File: src/rtl/lut_cfg_pkg.sv
// Shared definitions for the LUT configuration loader: FSM encoding,
// counter width helper and the image/word geometry legality check.
package lut_cfg_pkg;

    typedef logic [1:0] state_t;

    localparam state_t IDLE   = 2'd0;
    localparam state_t LOAD   = 2'd1;
    localparam state_t COMMIT = 2'd2;
    localparam state_t DONE   = 2'd3;

    // Counters never collapse to zero width, so single-LUT / single-word banks stay legal.
    function automatic int cnt_w(input int n);
        return (n <= 1) ? 1 : $clog2(n);
    endfunction

    function automatic bit geometry_ok(input int mem_size, input int cfg_width);
        return (cfg_width > 0) && (cfg_width <= mem_size) && ((mem_size % cfg_width) == 0);
    endfunction

endpackage

File: src/rtl/lut_cfg_shift.sv
// Word-assembly shift register: each accepted word enters at the top, so the
// first word of an image ends up in the least significant slot.
module lut_cfg_shift
    import lut_cfg_pkg::*;
#(
    parameter int MEM_SIZE     = 16,
    parameter int CONFIG_WIDTH = 4
) (
    input  logic                    config_clk,
    input  logic                    config_rst,
    input  logic                    shift_en,
    input  logic [CONFIG_WIDTH-1:0] word_in,
    output logic [MEM_SIZE-1:0]     image_out
);

    generate
        if (MEM_SIZE == CONFIG_WIDTH) begin : g_single
            always_ff @(posedge config_clk or posedge config_rst) begin
                if (config_rst)    image_out <= '0;
                else if (shift_en) image_out <= word_in;
            end
        end else begin : g_multi
            always_ff @(posedge config_clk or posedge config_rst) begin
                if (config_rst)    image_out <= '0;
                else if (shift_en) image_out <= {word_in, image_out[MEM_SIZE-1:CONFIG_WIDTH]};
            end
        end
    endgenerate

endmodule

File: src/rtl/lut_config_loader.sv
// Streams configuration words into per-LUT images and pulses each LUT's
// config enable once its image is complete, walking the whole bank once per start.
module lut_config_loader
    import lut_cfg_pkg::*;
#(
    parameter int NUM_LUTS     = 4,
    parameter int INPUTS       = 4,
    parameter int MEM_SIZE     = 16,
    parameter int CONFIG_WIDTH = 4
) (
    input  logic                    config_clk,
    input  logic                    config_rst,
    input  logic                    start,
    input  logic [CONFIG_WIDTH-1:0] cfg_word,
    input  logic                    cfg_valid,
    output logic                    cfg_ready,
    output logic [MEM_SIZE-1:0]     lut_config_in,
    output logic [NUM_LUTS-1:0]     lut_config_en,
    output logic                    busy,
    output logic                    done
);

    localparam int WORDS_PER_LUT = MEM_SIZE / CONFIG_WIDTH;
    localparam int WC_W          = cnt_w(WORDS_PER_LUT);
    localparam int LI_W          = cnt_w(NUM_LUTS);
    localparam logic [WC_W-1:0] LAST_WORD = WC_W'(WORDS_PER_LUT - 1);
    localparam logic [LI_W-1:0] LAST_LUT  = LI_W'(NUM_LUTS - 1);

    generate
        if (!geometry_ok(MEM_SIZE, CONFIG_WIDTH)) begin : g_bad_geometry
            $error("lut_config_loader: MEM_SIZE must be a multiple of CONFIG_WIDTH");
        end
        if (MEM_SIZE != (1 << INPUTS)) begin : g_bad_inputs
            $error("lut_config_loader: MEM_SIZE must equal 2**INPUTS");
        end
        if (NUM_LUTS < 1) begin : g_bad_luts
            $error("lut_config_loader: NUM_LUTS must be at least 1");
        end
    endgenerate

    state_t          state;
    logic [WC_W-1:0] word_cnt;
    logic [LI_W-1:0] lut_idx;
    logic            accept;

    // Ready is a pure state decode, so there is no path from cfg_valid to cfg_ready.
    assign cfg_ready = (state == LOAD);
    assign busy      = (state == LOAD) || (state == COMMIT);
    assign done      = (state == DONE);
    assign accept    = cfg_ready && cfg_valid;

    always_ff @(posedge config_clk or posedge config_rst) begin
        if (config_rst) begin
            state    <= IDLE;
            word_cnt <= '0;
            lut_idx  <= '0;
        end else begin
            case (state)
                IDLE, DONE: begin
                    if (start) begin
                        state    <= LOAD;
                        word_cnt <= '0;
                        lut_idx  <= '0;
                    end
                end
                LOAD: begin
                    if (accept) begin
                        if (word_cnt == LAST_WORD) begin
                            word_cnt <= '0;
                            state    <= COMMIT;
                        end else begin
                            word_cnt <= word_cnt + WC_W'(1);
                        end
                    end
                end
                COMMIT: begin
                    if (lut_idx == LAST_LUT) begin
                        state <= DONE;
                    end else begin
                        lut_idx <= lut_idx + LI_W'(1);
                        state   <= LOAD;
                    end
                end
                default: state <= IDLE;
            endcase
        end
    end

    generate
        for (genvar i = 0; i < NUM_LUTS; i++) begin : g_en
            assign lut_config_en[i] = (state == COMMIT) && (lut_idx == LI_W'(i));
        end
    endgenerate

    lut_cfg_shift #(
        .MEM_SIZE     (MEM_SIZE),
        .CONFIG_WIDTH (CONFIG_WIDTH)
    ) u_shift (
        .config_clk (config_clk),
        .config_rst (config_rst),
        .shift_en   (accept),
        .word_in    (cfg_word),
        .image_out  (lut_config_in)
    );

endmodule
File: config.mk
export PLATFORM = sky130hd
export DESIGN_NAME = lut_config_loader
export DESIGN_NICKNAME = d
export VERILOG_FILES = /design/src/rtl/lut_cfg_pkg.sv /design/src/rtl/lut_cfg_shift.sv /design/src/rtl/lut_config_loader.sv
export SDC_FILE = /design/constraint.sdc
export NUM_CORES = 1
export LEC_CHECK = 0
export CAP_MARGIN = 20
export CELL_PAD_IN_SITES_DETAIL_PLACEMENT = 1
export CELL_PAD_IN_SITES_GLOBAL_PLACEMENT = 1
export CORE_ASPECT_RATIO = 1.5
export CORE_MARGIN = 2
export CORE_UTILIZATION = 33
export CTS_BUF_LIST = sky130_fd_sc_hd__clkbuf_4 sky130_fd_sc_hd__clkbuf_8 sky130_fd_sc_hd__clkbuf_16
export DETAILED_ROUTE_END_ITERATION = 6
export PLACE_DENSITY = 0.85
export SYNTH_ARGS = -nofsm -noshare
export SYNTH_HDL_FRONTEND = slang
export SYNTH_SLANG_ARGS = --single-unit
File: constraint.sdc
create_clock -name config_clk -period 1.6 [get_ports config_clk]
set_clock_uncertainty 0.2 [all_clocks]
set_input_delay 0.32 -clock config_clk [delete_from_list [all_inputs] [get_ports config_clk]]
set_output_delay 0.32 -clock config_clk [all_outputs]
set_load 0.01 [all_outputs]
==> impl_metrics.json, run 1 <==
{
  "wire_per_inst_um": 16.1,
  "grt_setup_unrepaired": "true",
  "grt_pass1_wl_um": 4830,
  "arrival_ns": 1.75,
  "yosysWarningCount": 0,
  "syn_area_per_cell_um2": 13.0,
  "cap_violations": 0,
  "finalSetupViolCount": 21,
  "cp.required_ns": 1.58,
  "crit_fanout": 6,
  "p_leak_nw": 0.858,
  "final_core_util_pct": 55.5,
  "yosys-top-cells-count": "22 x dfrtp_1, 10 x mux2_4, 9 x ha_1, 8 x inv_1, 8 x nand2_1",
  "synth.area.top_cells": "dfrtp_1 49%, mux2_4 13%, ha_1 10%, mux2_2 7.0%, inv_1 2.7%",
  "numPortBuffers": 30,
  "cts_root_buffer": "clkbuf_8",
  "synth_most_common_cell": "dfrtp_1",
  "dr_total_vias": 852,
  "critPathLaunchType": "flip-flop",
  "outcome": "finished, violations left",
  "yosysTopAreaCellShare_pct": 49.1,
  "cp-end-kind": "flip-flop",
  "first_pass_iters": 4,
  "min_path_type": "primary input to async pin",
  "period_minus_slack_ns": 1.76,
  "synth_async_sr_flop_share_pct": 100,
  "pre_cts_ws_ns": -0.275,
  "cts_made_buffers": 3,
  "clk_pin_slew_worst_paths_ns": 0.08,
  "slew_headroom_pct": 77.4,
  "synth_largest_area_cell": "dfrtp_1",
  "final_layout_size_suffix_gt1_share_pct": 52.5,
  "synth.distinct_cells": 20,
  "drt-total-wl_um": 2880,
  "violations": "setup timing",
  "fin_crit_sh_pct": 110,
  "core_mm2": 0.00319,
  "final_nets": 158,
  "power_per_cell_area_mw_per_mm2": 1830,
  "layout_setup_ws_ns": -0.165,
  "die_y_um": 75.4,
  "cts_sinks": 22,
  "synth_edf_count": 0,
  "grt.overflow.total": 0,
  "yosysSeqAreaShare_pct": 49.1,
  "synth_nets": 103,
  "grt_start_max_net_pins": 23,
  "peakVddDrop_uv": 1100,
  "cts_tree": "yes",
  "htree_levels": 1,
  "grt_pass1_vias": 1023,
  "clk_path_buf_depth": 2,
  "ant_nets": 0,
  "synth_ff_type": "dfrtp_1",
  "clock_latency_ns": 0.26,
  "syn_to_final_growth_pct": 57.8,
  "fillerInstances": 343,
  "drt_iter0_drc": 5,
  "antenna_found_initial": 0,
  "syn_inst": 86,
  "gr-usage-all-layers_pct": 16.9,
  "max_freq_ghz": 0.567,
  "n_antenna_cell": 0,
  "dp_hpwl_um": 1970,
  "initial_core_util_pct": 35.1,
  "tns_ns": -1.79,
  "ys_ff_latch": 22,
  "synth_area_mm2": 0.00112,
  "gp_congestion": 0.785,
  "finalPower_w": 0.00324,
  "worst_pin_slew_ns": 0.338,
  "die_area_mm2": 0.00389,
  "dieWidth_um": 51.6,
  "num_io_pins": 31,
  "viasPerCell": 4.76,
  "post-route-drc-count": 0,
  "row_count": 25,
  "critical_path_class": "flip-flop to flip-flop",
  "hold_viol": 0,
  "slew_violations": 0
}
[metal layers]
metal,global-route usage (%),part of all wire [%]
met4,4.39,0.80
met1,19.6,40
met2,32.1,55
met5,0,0
met3,2.35,4.0
[repair_timing]
action                     CTS  global route
setup buffers                5             2
pin swaps                    7             5
gates resized for setup     71            14
setup endpoints to repair   45            29
hold buffers                 0             0
cloned                       1             0
[kinds of logic after synthesis]
group	count (synthesis)	synth area share (%)
simple gates	16	8.37
buf+inv	9	3.68
flops	22	49.1
mux	18	21.3
fa+ha+maj	9	10.0
compound gates	12	7.48
[metrics by stage]
stage | area, µm² | std cells | hold slack (ns)
floorplan | 1140 | 86 | 0.109
global placement | 1570 | 168 | 0.294
detailed placement | 1570 | 168 | 0.295
CTS | 1710 | 177 | 0.209
global route | 1770 | 179 | 0.223
finish | 1770 | 179 | 0.203
[final cells by class]
class	count	area (µm²)	share of cell area, %
Inverter	8	35.0	1.98
Timing Repair Buffer	50	455	25.7
Tap cell	40	50.0	2.83
Clock buffer	3	41.3	2.33
Sequential cell	22	551	31.1
Multi-Input combinational cell	56	637	36.0
[registers in the layout, indices dropped and copies added (netlist names)]
name / count
u_shift.image_out: 16
lut_idx: 2
state: 2
word_cnt: 2
[critical path: stages (launching register included)]
cell and delay [ns]:
dfrtp_1 0.40, buf_6 0.13, ha_4 0.20, buf_6 0.11
nor2b_4 0.15, or4_4 0.42, o211ai_2 0.07
[report_power, final]
part | switching [W] | internal (W) | leakage [nW]
logic | 0.000795 | 0.00109 | 0.573
registers | 0.000198 | 0.000818 | 0.263
clock network | 0.000170 | 0.000168 | 0.0216
[worst paths after layout]
| kind | cells past startpoint | end | slack, ns | start |
|---|---|---|---|---|
| setup / recovery | 6 | word_cnt[0] | -0.16 | state[1] |
| hold / removal | 3 | word_cnt[1] | 0.20 | config_rst |
| setup reg to reg | 6 | word_cnt[0] | -0.16 | state[1] |
| hold reg to reg | 1 | u_shift.image_out[0] | 0.31 | u_shift.image_out[0] |
| max in group asynchronous | 3 | u_shift.image_out[8] | 0.77 | config_rst |
| min in group config_clk | 1 | u_shift.image_out[0] | 0.31 | u_shift.image_out[0] |
[cells in the final DEF (no fill, tap or decap), types with 2 or more instances in the layout]
cell type        synthesis  routed
clkdlybuf4s50_1          0       7
buf_4                    0      14
mux2_4                  10      10
nand2_4                  1       2
clkbuf_8                 0       3
mux2_2                   7       7
o21ai_1                  0       3
inv_1                    8       3
ha_1                     9       2
dfrtp_1                 22      22
ha_2                     0       3
and2_4                   0       3
buf_6                    1      12
nand2_1                  8       7
a22o_1                   3       3
dlygate4sd2_1            0      16
ha_4                     0       4
inv_2                    0       4
Power figures use the tool's default switching activity.
==> run 2, diff against run 1 <==
CORE_MARGIN = 3   (was 2)
GPL_TIMING_DRIVEN = 0   (was default)
==> impl_metrics.json, run 2 (same netlist as run 1, synthesis figures left out) <==
{
  "tns_ns": -3.33,
  "viasPerCell": 4.75,
  "fin_cells": 181,
  "cp-end-kind": "primary output",
  "clk_path_buf_depth": 2,
  "cts_tree": "yes",
  "final_layout_size_suffix_gt1_share_pct": 53.9,
  "final_common_cell": "dfrtp_1",
  "fin_crit_sh_pct": 111,
  "cap_violations": 0,
  "grt_pass1_vias": 951,
  "holdWs_ns": 0.303,
  "ant_nets": 0,
  "cts_root_buffer": "clkbuf_8",
  "post-route-drc-count": 0,
  "violations": "setup timing",
  "die_area_mm2": 0.00415,
  "finalSetupViolCount": 28,
  "finalPower_w": 0.00360,
  "core_mm2": 0.00319,
  "peakVddDrop_uv": 950,
  "regMostFlops": "u_shift.image_out",
  "gr-usage-all-layers_pct": 15.3,
  "final_nets": 159,
  "wire_per_inst_um": 15.9,
  "grt.overflow.total": 0,
  "n_antenna_cell": 0,
  "drt-total-wl_um": 2880,
  "clock_latency_ns": 0.26,
  "clk_pin_slew_worst_paths_ns": 0.08,
  "critical_path_class": "flip-flop to primary output",
  "power_per_cell_area_mw_per_mm2": 1950,
  "pre_cts_ws_ns": -0.358,
  "drt_iter0_drc": 6,
  "antenna_found_initial": 0,
  "htree_levels": 1,
  "grt_start_max_net_pins": 23,
  "worst_pin_slew_ns": 0.800,
  "num_io_pins": 31,
  "dieWidth_um": 53.6,
  "critPathLaunchType": "flip-flop",
  "dr_total_vias": 859,
  "cp.required_ns": 1.08,
  "layout_setup_ws_ns": -0.170,
  "gp_congestion": 0.760,
  "hold_buffers": 0,
  "final_cell_mix": "20 x dfrtp_1, 17 x dlygate4sd2_1, 14 x buf_6",
  "row_count": 25,
  "numPortBuffers": 30,
  "outcome": "finished, violations left",
  "min_path_type": "primary input to async pin",
  "syn_to_final_growth_pct": 64.5,
  "die_y_um": 77.4,
  "first_pass_iters": 3,
  "cts_made_buffers": 3,
  "dp_hpwl_um": 1810,
  "cts_sinks": 22,
  "p_leak_nw": 0.881,
  "grt_setup_unrepaired": "true",
  "slew_violations": 0,
  "fillerInstances": 331,
  "max_freq_ghz": 0.565,
  "hold_viol": 0,
  "arrival_ns": 1.25,
  "largest_register_ffs": 16,
  "grt_pass1_wl_um": 4630,
  "period_minus_slack_ns": 1.77,
  "slew_headroom_pct": 46.6,
  "crit_fanout": 6,
  "initial_core_util_pct": 35.1,
  "dpl.cell_count": 156
}
==> run 2: critical path, stage by stage, from the launching register on <==
cell	delay [ns]
dfrtp_1	0.40
buf_6	0.13
inv_4	0.05
ha_4	0.16
and2_4	0.14
buf_6	0.09
==> run 2: path summary, 6_finish.rpt <==
path / from / slack (ns) / to / depth (start not counted)
setup / recovery: state[0] / -0.17 / lut_config_en[2] / 5
hold / removal: config_rst / 0.30 / word_cnt[0] / 2
setup reg to reg: state[0] / -0.14 / word_cnt[0] / 6
hold reg to reg: u_shift.image_out[0] / 0.31 / u_shift.image_out[0] / 1
max in group asynchronous: config_rst / 0.34 / lut_idx[1] / 2
min in group config_clk: u_shift.image_out[0] / 0.31 / u_shift.image_out[0] / 1
==> run 2: timing repair <==
action / 4_1_cts / 5_1_grt
resized for setup: 77 / 16
endpoints found under the setup margin: 39 / 28
cloned: 1 / 0
buffers inserted: 17 / 3
pin swaps: 10 / 2
==> run 2: power by group <==
part	leakage, nW	switching (W)	internal [W]
Combinational	0.592	0.000863	0.00133
Clock	0.0288	0.000168	0.000219
Sequential	0.260	0.000202	0.000819
Total	0.881	0.00123	0.00237
==> run 2: layer usage <==
layer  vias up  global-route usage, %  share of wire, %  wire, µm
met3         5                   3.26               5.1       148
li1        401                      -                 -         -
met1       421                   16.3                37      1060
met2        32                   28.5                56      1630
met5         -                      0                 0         0
met4         0                   4.60               1.6        46
==> run 2: through the flow <==
step / util, % / cell area, µm²
2_1_floorplan: - / 1140
3_3_place_gp: 46.6 / 1490
3_5_place_dp: 46.6 / 1490
4_1_cts: 55.3 / 1770
5_1_grt: 57.8 / 1840
6_report: 57.8 / 1840
==> run 2: area by class of cell <==
class	instances	area, µm²	share of cell area (%)
plain buffers	1	20.0	1.09
multi-input cells	55	637	34.5
inverters	8	37.5	2.04
clock buffers	4	55.1	2.99
repair buffers	51	492	26.7
well taps	40	50.0	2.71
flip-flops and latches	22	553	30.0
